[config.mk]
export PLATFORM = sky130hd
export DESIGN_NAME = alu_ctrl_issue
export DESIGN_NICKNAME = d
export VERILOG_FILES = /design/src/rtl/alu_pkg.sv /design/src/rtl/alu_ctrl_decode.sv /design/src/rtl/alu_ctrl_issue.sv
export SDC_FILE = /design/constraint.sdc
export NUM_CORES = 1
export LEC_CHECK = 0
export ABC_AREA = 1
export CAP_MARGIN = 20
export CORE_MARGIN = 1.5
export CORE_UTILIZATION = 40
export DETAILED_ROUTE_END_ITERATION = 6
export GPL_TIMING_DRIVEN = 0
export PLACE_DENSITY = 0.66
export SLEW_MARGIN = 20
export SYNTH_ARGS = -nofsm -noshare
export SYNTH_HDL_FRONTEND = slang
export SYNTH_SLANG_ARGS = --single-unit
[constraint.sdc]
create_clock -name clk -period 2.9 [get_ports clk]
set_input_delay 0.435 -clock clk [delete_from_list [all_inputs] [get_ports clk]]
set_output_delay 0.435 -clock clk [all_outputs]
set_load 0.01 [all_outputs]
[src/rtl/alu_pkg.sv]
// -----------------------------------------------------------------------------
// alu_pkg
// Shared definitions for the ALU control path: ALU_ctrl operation codes,
// ALUOp class codes, R-type funct codes, the request payload carried from
// ID to EX, and the skid-buffer state type.
// -----------------------------------------------------------------------------
package alu_pkg;

  // Widest operand the payload struct can carry.
  localparam int ALU_DATA_W = 32;

  // ALU_ctrl operation codes
  localparam logic [3:0] ALU_AND = 4'b0000;
  localparam logic [3:0] ALU_OR  = 4'b0001;
  localparam logic [3:0] ALU_ADD = 4'b0010;
  localparam logic [3:0] ALU_SUB = 4'b0110;
  localparam logic [3:0] ALU_SLT = 4'b0111;
  localparam logic [3:0] ALU_NOR = 4'b1100;
  localparam logic [3:0] ALU_ILL = 4'b1111;

  // ALUOp instruction classes
  localparam logic [1:0] ALUOP_MEM   = 2'b00;
  localparam logic [1:0] ALUOP_BEQ   = 2'b01;
  localparam logic [1:0] ALUOP_RTYPE = 2'b10;
  localparam logic [1:0] ALUOP_ORI   = 2'b11;

  // R-type funct codes
  localparam logic [5:0] FUNCT_ADD = 6'b100000;
  localparam logic [5:0] FUNCT_SUB = 6'b100010;
  localparam logic [5:0] FUNCT_AND = 6'b100100;
  localparam logic [5:0] FUNCT_OR  = 6'b100101;
  localparam logic [5:0] FUNCT_SLT = 6'b101010;
  localparam logic [5:0] FUNCT_NOR = 6'b100111;

  // One decoded request as presented to the EX-stage ALU.
  typedef struct packed {
    logic [3:0]            ctrl;
    logic [ALU_DATA_W-1:0] op1;
    logic [ALU_DATA_W-1:0] op2;
    logic                  illegal;
  } alu_payload_t;

  // PASS: skid register empty, accepting. SKID: skid register holds a request.
  typedef enum logic {
    ST_PASS = 1'b0,
    ST_SKID = 1'b1
  } skid_state_e;

endpackage

[src/rtl/alu_ctrl_decode.sv]
// -----------------------------------------------------------------------------
// alu_ctrl_decode
// Purely combinational ALUOp/funct -> ALU_ctrl decoder. Shared with the
// single-cycle datapath.
// Ports:
//   alu_op  in  2  instruction class
//   funct   in  6  R-type funct field (only looked at for R-type)
//   ctrl    out 4  ALU operation code
//   illegal out 1  R-type with an unsupported funct
// -----------------------------------------------------------------------------
module alu_ctrl_decode
  import alu_pkg::*;
(
  input  logic [1:0] alu_op,
  input  logic [5:0] funct,
  output logic [3:0] ctrl,
  output logic       illegal
);

  // Unsupported R-type functs map to ALU_ILL so EX can spot them without
  // also having to look at the illegal flag.
  always_comb begin
    ctrl    = ALU_ADD;
    illegal = 1'b0;
    case (alu_op)
      ALUOP_MEM: ctrl = ALU_ADD;
      ALUOP_BEQ: ctrl = ALU_SUB;
      ALUOP_ORI: ctrl = ALU_OR;
      default: begin
        case (funct)
          FUNCT_ADD: ctrl = ALU_ADD;
          FUNCT_SUB: ctrl = ALU_SUB;
          FUNCT_AND: ctrl = ALU_AND;
          FUNCT_OR:  ctrl = ALU_OR;
          FUNCT_SLT: ctrl = ALU_SLT;
          FUNCT_NOR: ctrl = ALU_NOR;
          default: begin
            ctrl    = ALU_ILL;
            illegal = 1'b1;
          end
        endcase
      end
    endcase
  end

endmodule

[src/rtl/alu_ctrl_issue.sv]
// -----------------------------------------------------------------------------
// alu_ctrl_issue
// Producer end of the ALU control interface. Decodes ALUOp/funct from ID,
// registers ctrl plus operands toward EX, and uses a one-entry skid buffer
// so EX back-pressure never creates bubbles and in_ready stays a pure
// register output. Also counts accepted illegal R-type requests.
// Ports:
//   clk, rst_n                  clock, async active-low reset
//   in_valid/in_ready           ID-side handshake
//   in_alu_op, in_funct         decoded instruction fields
//   in_operand_1/2              operands from ID
//   out_valid/out_ready         EX-side handshake
//   ALU_ctrl, ALU_operand_1/2   registered request to EX
//   out_illegal                 registered request has an unsupported funct
//   illegal_cnt                 saturating count of accepted illegal requests
// -----------------------------------------------------------------------------
module alu_ctrl_issue
  import alu_pkg::*;
#(
  parameter int DATA_W = 32,
  parameter int CNT_W  = 8
) (
  input  logic              clk,
  input  logic              rst_n,
  input  logic              in_valid,
  output logic              in_ready,
  input  logic [1:0]        in_alu_op,
  input  logic [5:0]        in_funct,
  input  logic [DATA_W-1:0] in_operand_1,
  input  logic [DATA_W-1:0] in_operand_2,
  output logic              out_valid,
  input  logic              out_ready,
  output logic [3:0]        ALU_ctrl,
  output logic [DATA_W-1:0] ALU_operand_1,
  output logic [DATA_W-1:0] ALU_operand_2,
  output logic              out_illegal,
  output logic [CNT_W-1:0]  illegal_cnt
);

  logic [3:0]   dec_ctrl;
  logic         dec_illegal;
  logic         accept;
  alu_payload_t in_payload;
  alu_payload_t out_q, out_d;
  alu_payload_t skid_q, skid_d;
  logic         out_valid_q, out_valid_d;
  skid_state_e  state_q, state_d;
  logic [CNT_W-1:0] cnt_q, cnt_d;

  alu_ctrl_decode u_decode (
    .alu_op  (in_alu_op),
    .funct   (in_funct),
    .ctrl    (dec_ctrl),
    .illegal (dec_illegal)
  );

  // in_ready comes straight from the state flop, so it never depends on
  // out_ready combinationally.
  assign in_ready = (state_q == ST_PASS);
  assign accept   = in_valid & in_ready;

  always_comb begin
    in_payload.ctrl    = dec_ctrl;
    in_payload.op1     = ALU_DATA_W'(in_operand_1);
    in_payload.op2     = ALU_DATA_W'(in_operand_2);
    in_payload.illegal = dec_illegal;
  end

  // Skid control. A request arriving while the output is stalled parks in
  // the skid register; when EX frees the output, the skid entry moves up in
  // the same edge so it always issues before anything accepted later.
  always_comb begin
    state_d     = state_q;
    out_valid_d = out_valid_q;
    out_d       = out_q;
    skid_d      = skid_q;
    case (state_q)
      ST_PASS: begin
        if (accept) begin
          if (!out_valid_q || out_ready) begin
            out_d       = in_payload;
            out_valid_d = 1'b1;
          end else begin
            skid_d  = in_payload;
            state_d = ST_SKID;
          end
        end else if (out_ready) begin
          out_valid_d = 1'b0;
        end
      end
      ST_SKID: begin
        if (out_ready) begin
          out_d   = skid_q;
          state_d = ST_PASS;
        end
      end
      default: state_d = ST_PASS;
    endcase
  end

  // Illegal requests are counted when ID hands them over, not when they
  // reach EX; the count sticks at all-ones.
  always_comb begin
    cnt_d = cnt_q;
    if (accept && dec_illegal && (cnt_q != '1)) begin
      cnt_d = cnt_q + CNT_W'(1);
    end
  end

  always_ff @(posedge clk or negedge rst_n) begin
    if (!rst_n) begin
      state_q     <= ST_PASS;
      out_valid_q <= 1'b0;
      out_q       <= '0;
      skid_q      <= '0;
      cnt_q       <= '0;
    end else begin
      state_q     <= state_d;
      out_valid_q <= out_valid_d;
      out_q       <= out_d;
      skid_q      <= skid_d;
      cnt_q       <= cnt_d;
    end
  end

  assign out_valid     = out_valid_q;
  assign ALU_ctrl      = out_q.ctrl;
  assign ALU_operand_1 = out_q.op1[DATA_W-1:0];
  assign ALU_operand_2 = out_q.op2[DATA_W-1:0];
  assign out_illegal   = out_q.illegal;
  assign illegal_cnt   = cnt_q;

endmodule

## Word-level counts from Yosys, hierarchy flattened

Index checks and enable logic that the tools add are counted.

- Output and inout bits: 79
- Word-level logic and storage cells: 54
- Register bits after elaboration: 148
- Bits of input ports: 76

- Eq/ne operators: 13
- Bitwise operators: 3
- Add/sub/neg operators: 1
- Reductions and logical operators: 11
- Multiplexer cells: 15

Operators with widths:

| operator | count |
|---|---|
| 69-bit two-way mux | 3 |
| 69-bit case mux with 2 select lines | 1 |
| 6-bit equality test, second input constant | 6 |
| 4-bit case mux with 6 select lines | 1 |
| 4-bit case mux with 3 select lines | 1 |
| 3-bit AND reduction | 3 |
| 8-bit by 1-bit adder with 8-bit output, second input constant | 1 |
| 1-bit two-way mux | 8 |
| 8-bit != test, second input constant | 1 |
| 2-bit by 1-bit != test with 1-bit output, second input constant | 3 |
| 6-bit OR reduction | 1 |
| 3-bit OR reduction | 1 |
| 2-bit by 1-bit equality test with 1-bit output, second input constant | 1 |
| 2-bit equality test, second input constant | 1 |
| 1-bit logical AND | 2 |
| 2-bit zero test | 1 |
| 2-bit != test, second input constant | 1 |
| 1-bit inverter | 2 |
| 1-bit case mux with 2 select lines | 1 |
| 2-bit nonzero test | 1 |
| 1-bit bitwise AND | 1 |
| 1-bit zero test | 1 |
| 1-bit logical OR | 1 |

## Depth between registers and ports, before layout

Gate-level depths: netlist (run 1).

- Depth after elaboration: 7
- Mapped depth: 10
- Gate-level depth less buffers: 10

## By module

Synthesis (run 1) repeated with hierarchy kept, for this count alone.

- Cells, all modules: 784
- Area total of the unflattened synthesis: 6837.8 um^2

Modules (own cells, without submodules):

| module | instances | area an instance (um^2) | cells each |
|---|---|---|---|
| alu_ctrl_issue | 1 | 6640.1 | 743 |
| alu_ctrl_decode | 1 | 197.7 | 41 |

## Worst setup path before layout (run 1)

Ideal clock, no wire load.

- Path type: reg-to-reg
- Start: register cnt_q[0] (netlist: illegal_cnt[0])
- End: register cnt_q[6] (netlist: illegal_cnt[6])
- Cell stages (with the launch flop): 9
- Path slack: 1.363 ns
- Arrival time: 1.415 ns
- Path buffers: 1
- Period minus slack after synthesis: 1.537 ns
- Path through: dfrtp_1 ha_1 nand3_1 nor2_1 a31oi_2 nand2_2 buf_6 nand2_2 o21ai_2

- Cells in the longest elaborated chain, start to end: 2
- Elaborated cells on any way between the ends: 3

RTL lines:

| element | line | text |
|---|---|---|
| from (decl) | alu_ctrl_issue.sv:48 | `logic [CNT_W-1:0] cnt_q, cnt_d;` |
| from (signal assigned) | alu_ctrl_issue.sv:122 | `cnt_q <= cnt_d;` |
| branches (longest 2 deep; another with 8-bit by 1-bit adder with 8-bit output) | - |  |

Parallel ways; which one is timed is not known.
A chain may end at the register's enable or synchronous reset.

## Worst setup path after layout (run 1)

- Start: register state_q
- End: output port in_ready

- Cells in the longest elaborated chain, start to end: 1

RTL lines:

| element | line | text |
|---|---|---|
| from (decl) | alu_ctrl_issue.sv:47 | `skid_state_e state_q, state_d;` |
| from (signal assigned) | alu_ctrl_issue.sv:118 | `state_q <= state_d;` |
| 1-bit inverter (no line) | - |  |
| to (decl) | alu_ctrl_issue.sv:26 | `output logic in_ready,` |

No other way between the ends.

==> results of run 1 <==
## power breakdown
group	total, uW	switching, uW	internal (uW)
clock	2040	830	1210
combinational	2210	1080	1120
sequential	3120	387	2730
## cell usage in the layout, fill, tap and decap left out, types with 6 or more instances in the layout
cell,count
inv_1,13
buf_1,7
dfrtp_1,148
nand2_1,362
clkbuf_1,16
clkdlybuf4s50_1,153
nor2_1,84
inv_2,7
a31oi_1,66
buf_2,14
buf_6,8
clkinv_2,6
nand3_1,13
clkbuf_16,17
## logic make-up after synthesis
group,Yosys count
adder cells (fa/ha/maj),1
AO/OA/AOI/OAI,80
buffers and inverters,65
AND/OR/NAND/NOR,476
flip-flops,148
XOR/XNOR,6
## layout make-up
| class | instances | area share [%] |
|---|---|---|
| sequential | 148 | 41.7 |
| clock inverter | 10 | 0.945 |
| tap | 216 | 3.05 |
| buffer | 45 | 2.86 |
| timing repair buffer | 156 | 17.8 |
| inverter | 20 | 0.846 |
| multi-input combinational | 563 | 27.5 |
| clock buffer | 21 | 5.19 |
## worst max-delay path: stages, from the launching register on
cell and delay (ps):
dfrtp_1 380, buf_6 150, inv_2 50, buf_2 250, buf_2 300, clkdlybuf4s50_1 580
## worst max-delay path by stage
stage,start,to,slack [ps],depth (start not counted)
detailed placement,in_valid,skid_q[59],680,10
CTS,state_q,in_ready,310,5
finish,state_q,in_ready,340,5
global placement,rst_n,skid_q[58],-4730,1
floorplan,illegal_cnt[0],illegal_cnt[6],1360,8
global route,state_q,in_ready,240,5
## state kept, by name, summed over array words and instances, names as in the netlist
| signal | count |
|---|---|
| skid_q | 69 |
| out_valid | 1 |
| ALU_operand_2 | 32 |
| ALU_ctrl | 4 |
| out_illegal | 1 |
| ALU_operand_1 | 32 |
| state_q | 1 |
| illegal_cnt | 8 |
## stage by stage
step	instance area, um2	total power [uW]	instances	setup WS, ps	hold slack (ps)
finish	8870	7360	1179	336	469
global route	8870	7860	1179	244	478
CTS	8870	7460	1179	313	473
detailed placement	8320	5380	1147	684	438
global placement	8290	5330	1146	-4730	453
floorplan	6480	4190	776	1360	139
## per-layer routing
| layer | up-vias | track usage, % | part of all wire [%] |
|---|---|---|---|
| met5 | - | 0 | 0 |
| met2 | 148 | 32.6 | 47 |
| met1 | 2568 | 28.2 | 47 |
| li1 | 2826 | - | - |
| met3 | 4 | 5.66 | 5.8 |
| met4 | 0 | 5.49 | 0.34 |
==> run summary, run 1 <==
Die W: 130 um
final setup vio count: 0
Nets: 1028
Vias/cell: 4.70
CP max FO: 10
Starting Density: 40.9%
fin. max-slew vios: 0
CP endpoint kind: output pin
initial antenna violation count: 0
crit path DAT: 2130 ps
RR Endpoint: skid_q[59]
post-synth top area share: 57.2%
area share of fa/ha/maj cells after synthesis: 0.193%
Port-buffer cells: 154
Yosys reg bits: 148
Post-CTS Hold Buffers: 1
num rows: 46
CP required: 2470 ps
worst-margin pin slew: 529 ps
vias in the first global route: 5248
ranking of synthesized cells by area: dfrtp_1 57%, nand2_1 21%, a31oi_1 6.4%
unrepaired setup endpoints after global routing: no
Vias: 5546
Yosys warning count: 0
Area Overhead vs Synth: 37.0%
multi-input logic area: 2440 um2
Synth top cells by count: 362 x nand2_1, 148 x dfrtp_1, 84 x nor2_1
first-pass GRT wire length: 26.8 mm
drt first-iter violations: 356
DRC violations left: 0
most used flip-flop cell after synthesis: dfrtp_1
drt total wl: 16.5 mm
mux share of post-synthesis cell area: 0%
count of final hold-check violations: 0
detailed placement HPWL: 11.4 mm
power density cells: 830 nW/um2
fin util: 56.1%
sequential share of the synthesized area: 57.2%
Worst Hold Class: reg2reg
DR pass1 iterations: 5
XOR/XNOR share of the synthesized area: 0.811%
CTS tree: built
crit path time final: 2560 ps
largest family of logic cells by synthesized area: simple AND/OR/NAND/NOR gates
Clock Skews: 5.95 ps
Max clock buf depth: 2
Max Freq: 390 MHz
Die Ht: 130 um
WHS Endpoint: skid_q[55]
Reg2Reg Depth: 9
Slew HR: 64.8%
WHS Path Cells: 2
Mapped Nets: 853
cells after synthesis: 776
total CTS buffers: 17
Reg2Reg Setup Slack: 1180 ps
largest net degree at the start of global routing: 80
simple-gate portion of the synthesized area: 28.9%
Synth Area in Compound Gates: 7.81%
Post-Synthesis Cell Area: 6480 um2
share of layout cells above drive strength 1: 8.31%
startpoint types: register
Synth area leader: dfrtp_1
Syn Area/Cell: 8.35 um2
Post-synth EDFFs: 0
max-cap viol count: 0
worst skew pair latency: 410 ps
postcts setup bufs: 0
Tcrit/Tclk final: 88.4%
CTS root buf: clkbuf_16
GR Overflow Total: 0
register area: 3700 um2
TNS Setup: 0 ps
clock sink count: 148
Peak VDD IR: 0.400 mV
routed len/inst: 14.0 um
Routed Antenna Nets: 0
hold path start: skid_q[55]
clock transition time at the flip-flop clock pins of the worst setup and hold paths: 60 ps
kind of critical path: reg2out
routability cong.: 0.775
area of the core: 15800 um2
Yosys cell types: 27
Filler cells: 1490
total track usage: 20.7%
ANT cells: 0
post-CTS sizing: 0
outcome: completed
most common cell in the netlist: nand2_1
IO Pins: 155
Lkg Pwr: 0.00415 uW
die area: 17000 um2
Crit Reg-Reg Startpoint: state_q
Post-synth ARST share: 100%
CTS H-tree depth: 4
Power figures use the tool's default switching activity.
==> run 2, diff against run 1 <==
- DONT_BUFFER_PORTS: default -> 1
- PLACE_DENSITY: 0.66 -> 0.53
- SKIP_LAST_GASP: default -> 1
- TNS_END_PERCENT: default -> 100
==> run 2 against run 1 <==
The run now ends with hold timing left. Critical path depth is 1 lower. First-iteration DRC count down 1.1%. Fmax increased by 28%. Combinational power decreased by 47%. Final cell count is 13% lower. Register-to-register slack got worse by 30 ps. Clock skew fell by 0.95 ps. Flip-flop and latch count unchanged. Global-route usage decreased by 0.61 points. Critical path type unchanged.
==> run summary, run 2 (synthesis gave the netlist of run 1 again) <==
fin. max-slew vios: 0 (unchanged)
num rows: 46 (unchanged)
Slew HR: 65.1% (+0.38 points)
max-cap viol count: 0 (unchanged)
Clock Skews: 5.00 ps (-0.955 ps)
count of final hold-check violations: 148 (+148)
hold slack: -288 ps (-757 ps)
TNS Setup: 0 ps (unchanged)
largest net degree at the start of global routing: 149 (+86%)
routability cong.: 0.777 (+0.30%)
area of the core: 15800 um2 (unchanged)
Worst path slowest cell: dfrtp_1
total CTS buffers: 17 (unchanged)
DR pass1 iterations: 5 (unchanged)
initial antenna violation count: 0 (unchanged)
total track usage: 20.1% (-0.61 points)
Vias/cell: 5.03 (+7.0%)
Tcrit/Tclk final: 69.3% (-19 points)
drt total wl: 16.2 mm (-1.7%)
most flop-heavy register: skid_q
kind of critical path: reg2out
GR Overflow Total: 0 (unchanged)
failing checks: hold timing
postcts setup bufs: 0 (unchanged)
final setup vio count: 0 (unchanged)
routed len/inst: 15.9 um (+13%)
clock transition time at the flip-flop clock pins of the worst setup and hold paths: 60 ps (about the same)
Finished Layout Cells: 1023 (-13%)
worst-margin pin slew: 523 ps (-5.76 ps)
multi-input logic area: 2440 um2 (unchanged)
most frequent cells in the layout: 362 x nand2_1, 148 x dfrtp_1, 84 x nor2_1, 66 x a31oi_1, 17 x clkbuf_16
unrepaired setup endpoints after global routing: no
CTS root buf: clkbuf_16
Worst Hold Class: in2async
Starting Density: 40.9% (unchanged)
Nets: 872 (-15%)
crit path time final: 2010 ps (-555 ps)
post-CTS sizing: 0 (unchanged)
Max Freq: 498 MHz (+28%)
DP Cell Count: 992 (-14%)
Max clock buf depth: 2 (unchanged)
drt first-iter violations: 352 (-1.1%)
vias in the first global route: 4983 (-5.0%)
Peak VDD IR: 0.390 mV (-2.4%)
CP max FO: 10 (unchanged)
Filler cells: 1587 (+6.5%)
share of layout cells above drive strength 1: 9.79% (+1.5 points)
Port-buffer cells: 0 (-100%)
CTS tree: built
Die W: 130 um (unchanged)
outcome: finished with violations
detailed placement HPWL: 11.2 mm (-2.0%)
CP endpoint kind: output pin
crit-path cells: buf_6 -> inv_2 -> buf_2 -> buf_2
met2 routed WL: 7.72 mm (+0.42%)
CP peak stage delay: 370 ps (-210 ps)
Setup WS post-layout: 892 ps (+555 ps)
Place WS: 1110 ps (+426 ps)
met3 WL post-DR: 1.50 mm (+56%)
Routed Antenna Nets: 0 (unchanged)
Lkg Pwr: 0.00356 uW (-14%)
CP required: 2470 ps (about the same)
IO Pins: 155 (unchanged)
Die Ht: 130 um (unchanged)
DRC violations left: 0 (unchanged)
startpoint types: register
max reg flops: 69 (unchanged)
commonest non-fill, non-tap cell in the layout: nand2_1
CTS H-tree depth: 4 (unchanged)
die area: 17000 um2 (unchanged)
crit path DAT: 1570 ps (-560 ps)
Top Layer Used: met4
worst skew pair latency: 420 ps (about the same)
register area: 3700 um2 (unchanged)
Design Power: 6790 uW (-7.8%)
ANT cells: 0 (unchanged)
first-pass GRT wire length: 26.2 mm (-2.3%)
CP dominant cell by count: buf_2
Vias: 5147 (-7.2%)
M1 wire length: 6.91 mm (-12%)
Area Overhead vs Synth: 13.6%
power density cells: 923 nW/um2 (+11%)
clock sink count: 148 (unchanged)
[run 2: metal layers]
layer  GRT usage (%)  up-vias
met4            5.82        0
met3            8.53        7
met1            25.6     2488
met5               0        -
met2            31.2      150
li1                -     2502
[run 2: final timing paths]
path,cells after the start,endpoint,slack (ps),startpoint
max,4,in_ready,890,state_q
min,0,ALU_operand_2[21],-290,rst_n
max reg2reg,8,illegal_cnt[1],1150,illegal_cnt[0]
min reg2reg,2,skid_q[44],470,skid_q[44]
max in group asynchronous,0,skid_q[22],2970,rst_n
min in group clk,1,skid_q[66],110,in_alu_op[1]
[run 2: through the flow]
stage | util [%] | area (um2)
2_1_floorplan | - | 6480
3_3_place_gp | 42.6 | 6750
3_5_place_dp | 42.6 | 6750
4_1_cts | 46.5 | 7360
5_1_grt | 46.5 | 7360
6_report | 46.5 | 7360
[run 2: final cells by class]
class	count	share of cell area [%]
sequential	148	50.3
multi-input combinational	563	33.2
clock buffer	22	6.58
tap	216	3.67
buffer	45	3.45
clock inverter	9	1.72
inverter	20	1.02
[run 2: worst max-delay path, delay by kind of cell, from the launching register on]
kind / cells / cell delay, ps
DFF: 1 / 370
buffers and inverters: 4 / 790
[run 2: where the power goes]
part	switching (uW)	leakage [uW]	total [uW]	internal, uW
registers	621	0.00176	3350	2730
logic	714	0.00149	1180	465
clock network	825	0.000302	2260	1440
==> patch: new RTL, config.mk and constraints of run 2 <==
Register the output `illegal_cnt` once more, with the module's reset; this adds one clock of latency there. The other outputs are not delayed to match.
--- a/src/rtl/alu_ctrl_issue.sv
+++ b/src/rtl/alu_ctrl_issue.sv
@@ -128,7 +128,13 @@
   assign ALU_operand_1 = out_q.op1[DATA_W-1:0];
   assign ALU_operand_2 = out_q.op2[DATA_W-1:0];
   assign out_illegal   = out_q.illegal;
-  assign illegal_cnt   = cnt_q;
+  always_ff @(posedge clk or negedge rst_n) begin
+    if (!rst_n) begin
+      illegal_cnt <= '0;
+    end else begin
+      illegal_cnt <= cnt_q;
+    end
+  end
 
 endmodule
 
Function: changed (Yosys sat finds a counterexample within 4 cycles, from zero or initial values and one cycle with rst_n low).
==> patch against run 2 <==
- the flow still finishes with violations (negative hold slack)
- count of clock-buffer cells in the layout fell by 2
- worst setup slack improved by 25 ps
- area after synthesis rose by 2.3%
- synthesized cell count rose by 0.90%
- first-iteration DRC count fell by 7.4%
- final area rose by 2.0%
- utilization rose by 0.25 points
- wire length rose by 2.4%
- critical path depth did not move
- sequential cell count rose by 8
- total power rose by 2.3%
- largest cell class unchanged
==> patch: results (changes against run 2) <==
outcome:
  run_status: "complete, but fails checks"
  violations: "negative hold slack"
power_and_ir_drop:
  p_leak_nw: 3.65  # +2.5%
  max_rail_drop_vdd_mv: 0.420  # +7.7%
global_route:
  grt_start_max_net_pins: 157  # +5.4%
  track_usage_pct: 20.2  # +0.13 points
  antenna_found_initial: 0  # unchanged
  grt_first_pass_wirelength_um: 27900  # +6.6%
  first_global_vias: 5265  # +5.7%
synth:
  postSynth.asyncResetShare_pct: 100  # unchanged
  postSynthCellCount: 783  # +0.90%
  synthDistinctLibCells: 24  # -11%
  yosys-top-cells-count: "sky130_fd_sc_hd__nand2_1, sky130_fd_sc_hd__dfrtp_1, sky130_fd_sc_hd__nor2_1"
  syn_nets: 860  # +0.82%
  synth-seq-area-share_pct: 58.9  # +1.7 points
  synthTopCellsByArea: "sky130_fd_sc_hd__dfrtp_1, sky130_fd_sc_hd__nand2_1, sky130_fd_sc_hd__a31oi_1"
critical_path:
  worstPathMaxFanout: 10  # unchanged
  regToRegStartpoint: "state_q"
  reg2reg_to: "skid_q[15]"
  regToRegSetupSlack_ps: 1180  # +30 ps
  critPathArrivalTime_ps: 1550  # -20 ps
  worst-r2r-cell-count: 8  # unchanged
place:
  place_congestion: 0.845  # +8.7%
  dpl.hpwl_um: 11600  # +3.5%
route:
  drtPass1Iterations: 5  # unchanged
  vias_post_dr: 5186  # +0.76%
  via_per_inst: 5.03  # about the same
  dr.first_iter.drc_count: 326  # -7.4%
  drt_wl_total_um: 16600  # +2.4%
cells_and_area:
  fin_nets: 879  # +0.80%
  number_of_flip_flops_under_the_largest_register_name: 69  # unchanged
  largest_register: "skid_q"
  final_layout_size_suffix_gt1_share_pct: 8.83  # -0.95 points
clock_network:
  clk_transition_reported_paths_ps: 60  # about the same
  cts_root_buffer: "sky130_fd_sc_hd__clkbuf_16"
  maximum_count_of_clock_buffers_along_a_single_path: 2  # unchanged
  worstSkewPairLatency_ps: 420  # about the same
sta:
  worstMarginPinSlew_ps: 558  # +35.1 ps
  holdWs_ps: -293  # -5.12 ps
  hold_viol_final: 156  # +5.4%
  clock-skew-final_ps: 5.26  # +0.265 ps
==> patch: cell type report <==
type                            instances  area, um^2
Inverter                               20        75.1
Sequential cell                       156        3900
Multi-Input combinational cell        562        2400
Tap cell                              216         270
Clock inverter                         12         164
Fill cell                            1564        8550
Buffer                                 45         249
Clock buffer                           20         447
==> patch: routing by layer <==
layer | vias up | wire length (um) | global-route usage (%)
li1 | 2532 | - | -
met1 | 2476 | 7270 | 25.7
met2 | 154 | 7770 | 32.1
met3 | 24 | 1320 | 7.02
met4 | 0 | 282 | 6.91
met5 | - | 0 | 0
==> patch: report_power, final <==
part,internal (mW),switching [mW]
combinational,0.449,0.703
sequential,2.87,0.636
clock,1.39,0.901
==> patch: stage by stage <==
step | area (um^2) | hold WS (ps) | worst slack, ps
2_1_floorplan | 6620 | 139 | 1400
3_3_place_gp | 6890 | 144 | 1130
3_5_place_dp | 6890 | 146 | 1090
4_1_cts | 7500 | -309 | 872
5_1_grt | 7500 | -317 | 826
6_report | 7500 | -293 | 917
==> patch: how the worst min path moves through the flow <==
stage                from             end  slack [ps]  cells after the start
global placement    rst_n  illegal_cnt[5]         140                      0
CTS                 rst_n      skid_q[43]        -310                      0
detailed placement  rst_n  illegal_cnt[6]         150                      0
floorplan           rst_n     ALU_ctrl[0]         140                      0
finish              rst_n  illegal_cnt[6]        -290                      0
global route        rst_n  illegal_cnt[6]        -320                      0
==> patch: cells by family (layout without fill, tap and decap cells) <==
kind of cell	after synthesis	in the layout	share of synthesized area (%)
AND/OR/NAND/NOR	474	474	27.7
flip-flops	156	156	58.9
AO/OA/AOI/OAI	83	83	7.63
buffers and inverters	65	97	4.89
XOR/XNOR	4	4	0.642
adder cells (fa/ha/maj)	1	1	0.189
==> patch: repair_timing <==
action,4_1_cts,5_1_grt
endpoints found under the hold margin,156,156
gates resized for setup,0,0
endpoints found under the setup margin,0,0
==> patch: worst max-delay path: stages, from the launching register on <==
cell and delay, ps:
sky130_fd_sc_hd__dfrtp_1 370, sky130_fd_sc_hd__buf_6 140, sky130_fd_sc_hd__inv_2 50, sky130_fd_sc_hd__buf_2 230, sky130_fd_sc_hd__buf_2 330
